`src/rtl/packet_serializer.sv`:
```
// packet_serializer: latches one 288-bit packet and shifts it onto the serial
// line as preamble, start-of-frame delimiter and MSB-first payload. Each frame
// is followed by a fixed idle gap. Packets offered while busy are dropped and
// counted with a saturating counter.
module packet_serializer #(
  parameter int unsigned CLKS_PER_BIT  = 16,
  parameter int unsigned GAP_BITS      = 8,
  parameter int unsigned PREAMBLE_BITS = 16,
  parameter logic [7:0]  SFD           = 8'hD5
) (
  input  logic         clk,
  input  logic         reset_n,
  input  logic [287:0] packet,
  input  logic         packet_valid,
  output logic         ready,
  output logic         tx_en,
  output logic         tx_bit,
  output logic         done,
  output logic [7:0]   drop_count
);

  localparam logic [2:0] S_IDLE = 3'd0;
  localparam logic [2:0] S_PRE  = 3'd1;
  localparam logic [2:0] S_SFD  = 3'd2;
  localparam logic [2:0] S_PAY  = 3'd3;
  localparam logic [2:0] S_GAP  = 3'd4;

  localparam logic [15:0] TMR_LAST = 16'(CLKS_PER_BIT - 1);
  localparam logic [8:0]  PRE_LAST = 9'(PREAMBLE_BITS - 1);
  localparam logic [8:0]  SFD_LAST = 9'd7;
  localparam logic [8:0]  PAY_LAST = 9'd287;
  localparam logic [8:0]  GAP_LAST = 9'(GAP_BITS - 1);

  logic [2:0]   r_state;
  logic [15:0]  r_tmr;
  logic [8:0]   r_idx;
  logic [287:0] r_sh;
  logic         r_tx_en;
  logic         r_tx_bit;
  logic         r_done;
  logic [7:0]   r_drop;

  logic         w_ready;
  logic         w_accept;
  logic         w_busy;
  logic         w_bit_end;
  logic [8:0]   w_last_idx;
  logic         w_state_done;
  logic [2:0]   w_sfd_sel;

  assign w_ready      = (r_state == S_IDLE);
  assign w_accept     = packet_valid & w_ready;
  assign w_busy       = ~w_ready;
  // Timer wrap marks the last cycle of the current bit period.
  assign w_bit_end    = w_busy & (r_tmr == TMR_LAST);
  assign w_state_done = w_bit_end & (r_idx == w_last_idx);
  // SFD bit that follows the one currently on the line (idx 0 shows bit 7).
  assign w_sfd_sel    = 3'd6 - r_idx[2:0];

  // Index of the final bit period of each state.
  always_comb begin
    w_last_idx = 9'd0;
    case (r_state)
      S_PRE:   w_last_idx = PRE_LAST;
      S_SFD:   w_last_idx = SFD_LAST;
      S_PAY:   w_last_idx = PAY_LAST;
      S_GAP:   w_last_idx = GAP_LAST;
      default: w_last_idx = 9'd0;
    endcase
  end

  // Bit-period timer; parked at 0 when idle, so a new frame starts aligned.
  always_ff @(posedge clk or negedge reset_n) begin
    if (!reset_n) begin
      r_tmr <= 16'd0;
    end else if (!w_busy || w_bit_end) begin
      r_tmr <= 16'd0;
    end else begin
      r_tmr <= r_tmr + 16'd1;
    end
  end

  // Frame sequencer: state and per-state bit index.
  always_ff @(posedge clk or negedge reset_n) begin
    if (!reset_n) begin
      r_state <= S_IDLE;
      r_idx   <= 9'd0;
    end else begin
      case (r_state)
        S_IDLE: begin
          if (w_accept) begin
            r_state <= S_PRE;
            r_idx   <= 9'd0;
          end
        end
        S_PRE, S_SFD, S_PAY, S_GAP: begin
          if (w_state_done) begin
            r_idx <= 9'd0;
            case (r_state)
              S_PRE:   r_state <= S_SFD;
              S_SFD:   r_state <= S_PAY;
              S_PAY:   r_state <= S_GAP;
              default: r_state <= S_IDLE;
            endcase
          end else if (w_bit_end) begin
            r_idx <= r_idx + 9'd1;
          end
        end
        default: begin
          r_state <= S_IDLE;
          r_idx   <= 9'd0;
        end
      endcase
    end
  end

  // Packet shift register: loaded on accept, shifted once per payload bit so
  // bit 286 is always the next payload bit to present.
  always_ff @(posedge clk or negedge reset_n) begin
    if (!reset_n) begin
      r_sh <= '0;
    end else if (w_accept) begin
      r_sh <= packet;
    end else if (r_state == S_PAY && w_bit_end && !w_state_done) begin
      r_sh <= {r_sh[286:0], 1'b0};
    end
  end

  // Serial line: the next bit is registered at each bit-period boundary so
  // tx_bit only moves on boundaries and is 0 outside the frame.
  always_ff @(posedge clk or negedge reset_n) begin
    if (!reset_n) begin
      r_tx_bit <= 1'b0;
    end else if (w_accept) begin
      r_tx_bit <= 1'b1;
    end else if (w_bit_end) begin
      case (r_state)
        S_PRE:   r_tx_bit <= w_state_done ? SFD[7]     : ~r_tx_bit;
        S_SFD:   r_tx_bit <= w_state_done ? r_sh[287]  : SFD[w_sfd_sel];
        S_PAY:   r_tx_bit <= w_state_done ? 1'b0       : r_sh[286];
        default: r_tx_bit <= 1'b0;
      endcase
    end
  end

  // Frame enable and end-of-frame pulse.
  always_ff @(posedge clk or negedge reset_n) begin
    if (!reset_n) begin
      r_tx_en <= 1'b0;
      r_done  <= 1'b0;
    end else begin
      r_done <= (r_state == S_PAY) & w_state_done;
      if (w_accept) begin
        r_tx_en <= 1'b1;
      end else if (r_state == S_PAY && w_state_done) begin
        r_tx_en <= 1'b0;
      end
    end
  end

  // Saturating drop counter: one count per busy cycle with a packet offered.
  always_ff @(posedge clk or negedge reset_n) begin
    if (!reset_n) begin
      r_drop <= 8'd0;
    end else if (packet_valid && !w_ready && r_drop != 8'hFF) begin
      r_drop <= r_drop + 8'd1;
    end
  end

  assign ready      = w_ready;
  assign tx_en      = r_tx_en;
  assign tx_bit     = r_tx_bit;
  assign done       = r_done;
  assign drop_count = r_drop;

endmodule

```
`config.mk`:
```
export PLATFORM = sky130hd
export DESIGN_NAME = packet_serializer
export DESIGN_NICKNAME = d
export VERILOG_FILES = /design/src/rtl/packet_serializer.sv
export SDC_FILE = /design/constraint.sdc
export NUM_CORES = 1
export LEC_CHECK = 0
export CAP_MARGIN = 15
export CORE_UTILIZATION = 53
export CTS_CLUSTER_DIAMETER = 30
export CTS_CLUSTER_SIZE = 28
export DETAILED_ROUTE_END_ITERATION = 6
export HOLD_SLACK_MARGIN = 0.06
export PLACE_DENSITY = 0.84
export SYNTH_ARGS = -nofsm -noshare
export SYNTH_HDL_FRONTEND = slang
export SYNTH_SLANG_ARGS = --single-unit
```
`constraint.sdc`:
```
create_clock -name clk -period 3 [get_ports clk]
set_input_delay 0.6 -clock clk [delete_from_list [all_inputs] [get_ports clk]]
set_output_delay 0.6 -clock clk [all_outputs]
set_load 0.005 [all_outputs]
```
==> flow_metrics.py <==
metrics = {
    "timing": {
        "period_minus_slack_ns": 2.764,
        "setup_ws_ns": 0.2364,
        "tns_ns": 0,
        "slew_violations": 0,
        "rsz0062_at_grt": "no",
        "fin_crit_sh_pct": 92.12,
        "tightest_slew_ns": 0.6157,
        "maxSlewHeadroom_pct": 57.89,
        "skew_ns": 0.03182,
        "setup_violations": 0,
        "hold_viol_final": 0,
        "fmax_ghz": 0.3618,
    },
    "power_and_ir_drop": {
        "power_leakage_nw": 8.000,
        "pwr-share-comb_pct": 8.5,
        "swShare_pct": 23.32,
        "powerDensity_mw_per_mm2": 656.3,
        "p_sw_mw": 3.378,
        "clockPowerShare_pct": 57.4,
        "p_int_mw": 11.11,
        "ir_drop_v": 0.0004331,
        "pwr-share-seq_pct": 34.1,
    },
    "critical_path": {
        "crit_slowest_cell": "clkdlybuf4s50_1",
        "arrival_ns": 2.16,
        "critPathKind": "flip-flop to output pin",
        "cp_num_buf_inv": 2,
        "r2r_slack_ns": 0.37,
        "worstRegToRegCells": 7,
        "crit_required_ns": 2.40,
        "cp-end-kind": "output pin",
        "path_max_fanout": 14,
        "crit_chain": "or3_4 -> clkinv_4 -> clkdlybuf4s50_1",
        "regToRegStartpoint": "r_state[0]",
        "start_kind": "flip-flop",
        "rr_endpoint": "r_sh[283]",
        "max_stage_delay_ns": 0.55,
        "critPathTopFamily": "buffers and inverters",
    },
    "route": {
        "viasPerCell": 6.376,
        "drc": 0,
        "firstDrtPassIters": 5,
        "post_drt_wl_per_cell_um": 19.01,
        "drt-initial-drc-count": 2060,
        "num_vias": 16160,
        "wl_um": 48190,
        "final_antenna_net_count": 0,
    },
    "logic_synthesis": {
        "ys_ff_latch": 327,
        "yosys-top-cells-area": "dfrtp_1 (51%), a31oi_1 (11%), nand3_1 (9.2%)",
        "yosysWarningCount": 0,
        "syn_area_per_cell_um2": 8.703,
        "synth_area_leader_cell": "dfrtp_1",
        "synth_area_mm2": 0.01607,
        "syn_inst": 1847,
        "synth-main-ff-cell": "dfrtp_1",
        "synth_top_area_share_pct": 50.91,
        "synth_cell_types": 53,
        "async_flop_share_pct": 100.0,
        "synth_edf_count": 0,
        "syn-num-nets": 2142,
        "seq_area_frac_synth_pct": 50.91,
    },
    "min_path": {
        "whs_endpoint": "drop_count[5]",
        "hold_depth": 1,
        "hp-class": "flip-flop to flip-flop",
        "hp-start": "drop_count[5]",
    },
    "grt": {
        "antenna_found_initial": 1,
        "grt_pass1_wl_um": 78230,
        "grt_pass1_vias": 15640,
        "overflow": 0,
        "grt_start_max_net_pins": 96,
        "grt_util_all_layers_pct": 31.00,
    },
    "floorplan": {
        "ios": 303,
        "die_h_um": 176.2,
        "design.die.area_mm2": 0.03103,
        "start_util_pct": 54.09,
        "die_w_um": 176.2,
        "coreArea_mm2": 0.02972,
        "fp-row-count": 63,
    },
    "placement": {
        "dp_slack_ns": 0.4160,
        "gp_congestion": 0.8688,
        "io_buffers": 302,
        "dp_hpwl_um": 28080,
    },
    "run": {
        "drv_cap": 0,
    },
    "clocking": {
        "htree_levels": 3,
        "cts_resized": 0,
        "worstSkewPairLatency_ns": 0.55,
        "clockRootBuffer": "clkbuf_16",
        "clock_sinks": 327,
        "clk_pin_slew_worst_paths_ns": 0.05,
        "clock_path_buffers": 3,
        "numCtsBuffers": 74,
        "tritoncts": "built",
    },
    "layout": {
        "fin_nets": 2381,
        "area.growth.synth_to_final_pct": 37.29,
        "drive_above_1_share_pct": 9.328,
    },
    "run_status": {
        "status": "finished clean",
    },
}
## layout by cell type (no fill, tap or decap), types with 6 or more instances in the layout
master / synthesis / final
inv_1: 8 / 8
buf_12: 0 / 33
a31oi_1: 287 / 287
o21ai_0: 249 / 249
nor2_1: 306 / 306
buf_4: 10 / 22
xnor2_1: 19 / 19
clkinvlp_4: 0 / 9
dfrtp_1: 327 / 327
nand3_1: 296 / 296
clkbuf_8: 0 / 8
nand4_1: 7 / 7
clkbuf_1: 115 / 7
clkbuf_16: 0 / 78
nand2_1: 19 / 17
and3_1: 7 / 7
inv_6: 0 / 7
clkinv_4: 1 / 6
bufinv_16: 0 / 9
o21ai_1: 47 / 47
a21oi_1: 9 / 9
nor3_1: 8 / 8
clkinv_2: 0 / 10
clkdlybuf4s50_1: 0 / 301
## sequential cells by signal, indices dropped and copies added (netlist names)
signal,flops
r_idx,9
tx_bit,1
tx_en,1
r_tmr,16
drop_count,8
r_state,3
done,1
r_sh,288
## per-stage QoR
stage                     cell area (µm²)  utilization, %  total power [mW]  hold WS (ns)  std cells
after detailed placement            19460           65.48             6.197        0.4949       2399
after CTS                           22070           74.25             14.57        0.5067       2534
after global routing                22070           74.26             14.95        0.5309       2535
final                               22070           74.26             14.48        0.4971       2535
after floorplan                     16070               -             5.421        0.3044       1847
after global placement              19460           65.48             6.140        0.4832       2399
## synthesized netlist by cell type (all sizes together) (3+ instances only)
| cell | n |
|---|---|
| a2111oi | 3 |
| a21oi | 9 |
| a22oi | 3 |
| a31oi | 287 |
| and3 | 7 |
| and4 | 4 |
| buf | 75 |
| clkbuf | 120 |
| dfrtp | 327 |
| ha | 4 |
| inv | 8 |
| mux2 | 4 |
| nand2 | 19 |
| nand3 | 296 |
| nand4 | 7 |
| nor2 | 308 |
| nor3 | 9 |
| nor4 | 4 |
| o211ai | 3 |
| o21ai | 297 |
| o31ai | 3 |
| or3 | 5 |
| xnor2 | 19 |
| xor2 | 5 |
## worst max path at each step
| stage | from | endpoint | depth (start not counted) |
|---|---|---|---|
| finish | r_state[0] | ready | 3 |
| global route | r_state[0] | r_sh[17] | 7 |
| CTS | r_state[0] | ready | 3 |
| detailed placement | r_state[0] | r_sh[3] | 7 |
| global placement | r_state[0] | r_sh[286] | 7 |
| floorplan | r_tmr[0] | r_sh[32] | 8 |
## timing repair
item	CTS	global route
endpoints found under the hold margin	8	0
hold buffers	1	0
setup buffers	0	0
## cell type report
| type | count | area (µm²) |
|---|---|---|
| clock buffers | 93 | 2088 |
| diodes | 1 | 2.502 |
| multi-input cells | 1316 | 6895 |
| clock inverters | 41 | 509.2 |
| repair buffers | 358 | 3864 |
| inverters | 9 | 38.79 |
| well taps | 390 | 488.0 |
| flip-flops and latches | 327 | 8183 |
| fillers | 1978 | 7649 |
## per-layer routing
metal  track usage (%)  vias up  part of all wire, %
li1                  -     7205                    -
met1             40.44     7841                   39
met2             48.39      961                   47
met3             7.084      157                  9.4
met4             16.09        0                  4.1
met5                 0        -                    0
## power groups by stage
stage / clock [mW] / combinational (mW) / sequential (mW)
floorplan: 0 / 0.489 / 4.93
global placement: 0 / 1.17 / 4.97
detailed placement: 0 / 1.21 / 4.99
CTS: 8.39 / 1.24 / 4.94
global route: 8.63 / 1.34 / 4.98
finish: 8.31 / 1.22 / 4.94
## cell families (layout without fill, tap and decap cells)
kind of cell | count (synthesis) | in the layout | share of synthesized area, %
flops | 327 | 327 | 50.91
simple gates | 666 | 666 | 18.67
fa+ha+maj | 4 | 4 | 0.3114
xor+xnor | 24 | 24 | 1.308
mux | 4 | 4 | 0.2802
other cells | 0 | 1 | 0
buf+inv | 204 | 501 | 6.344
compound gates | 618 | 618 | 22.18
Power figures use the tool's default switching activity.
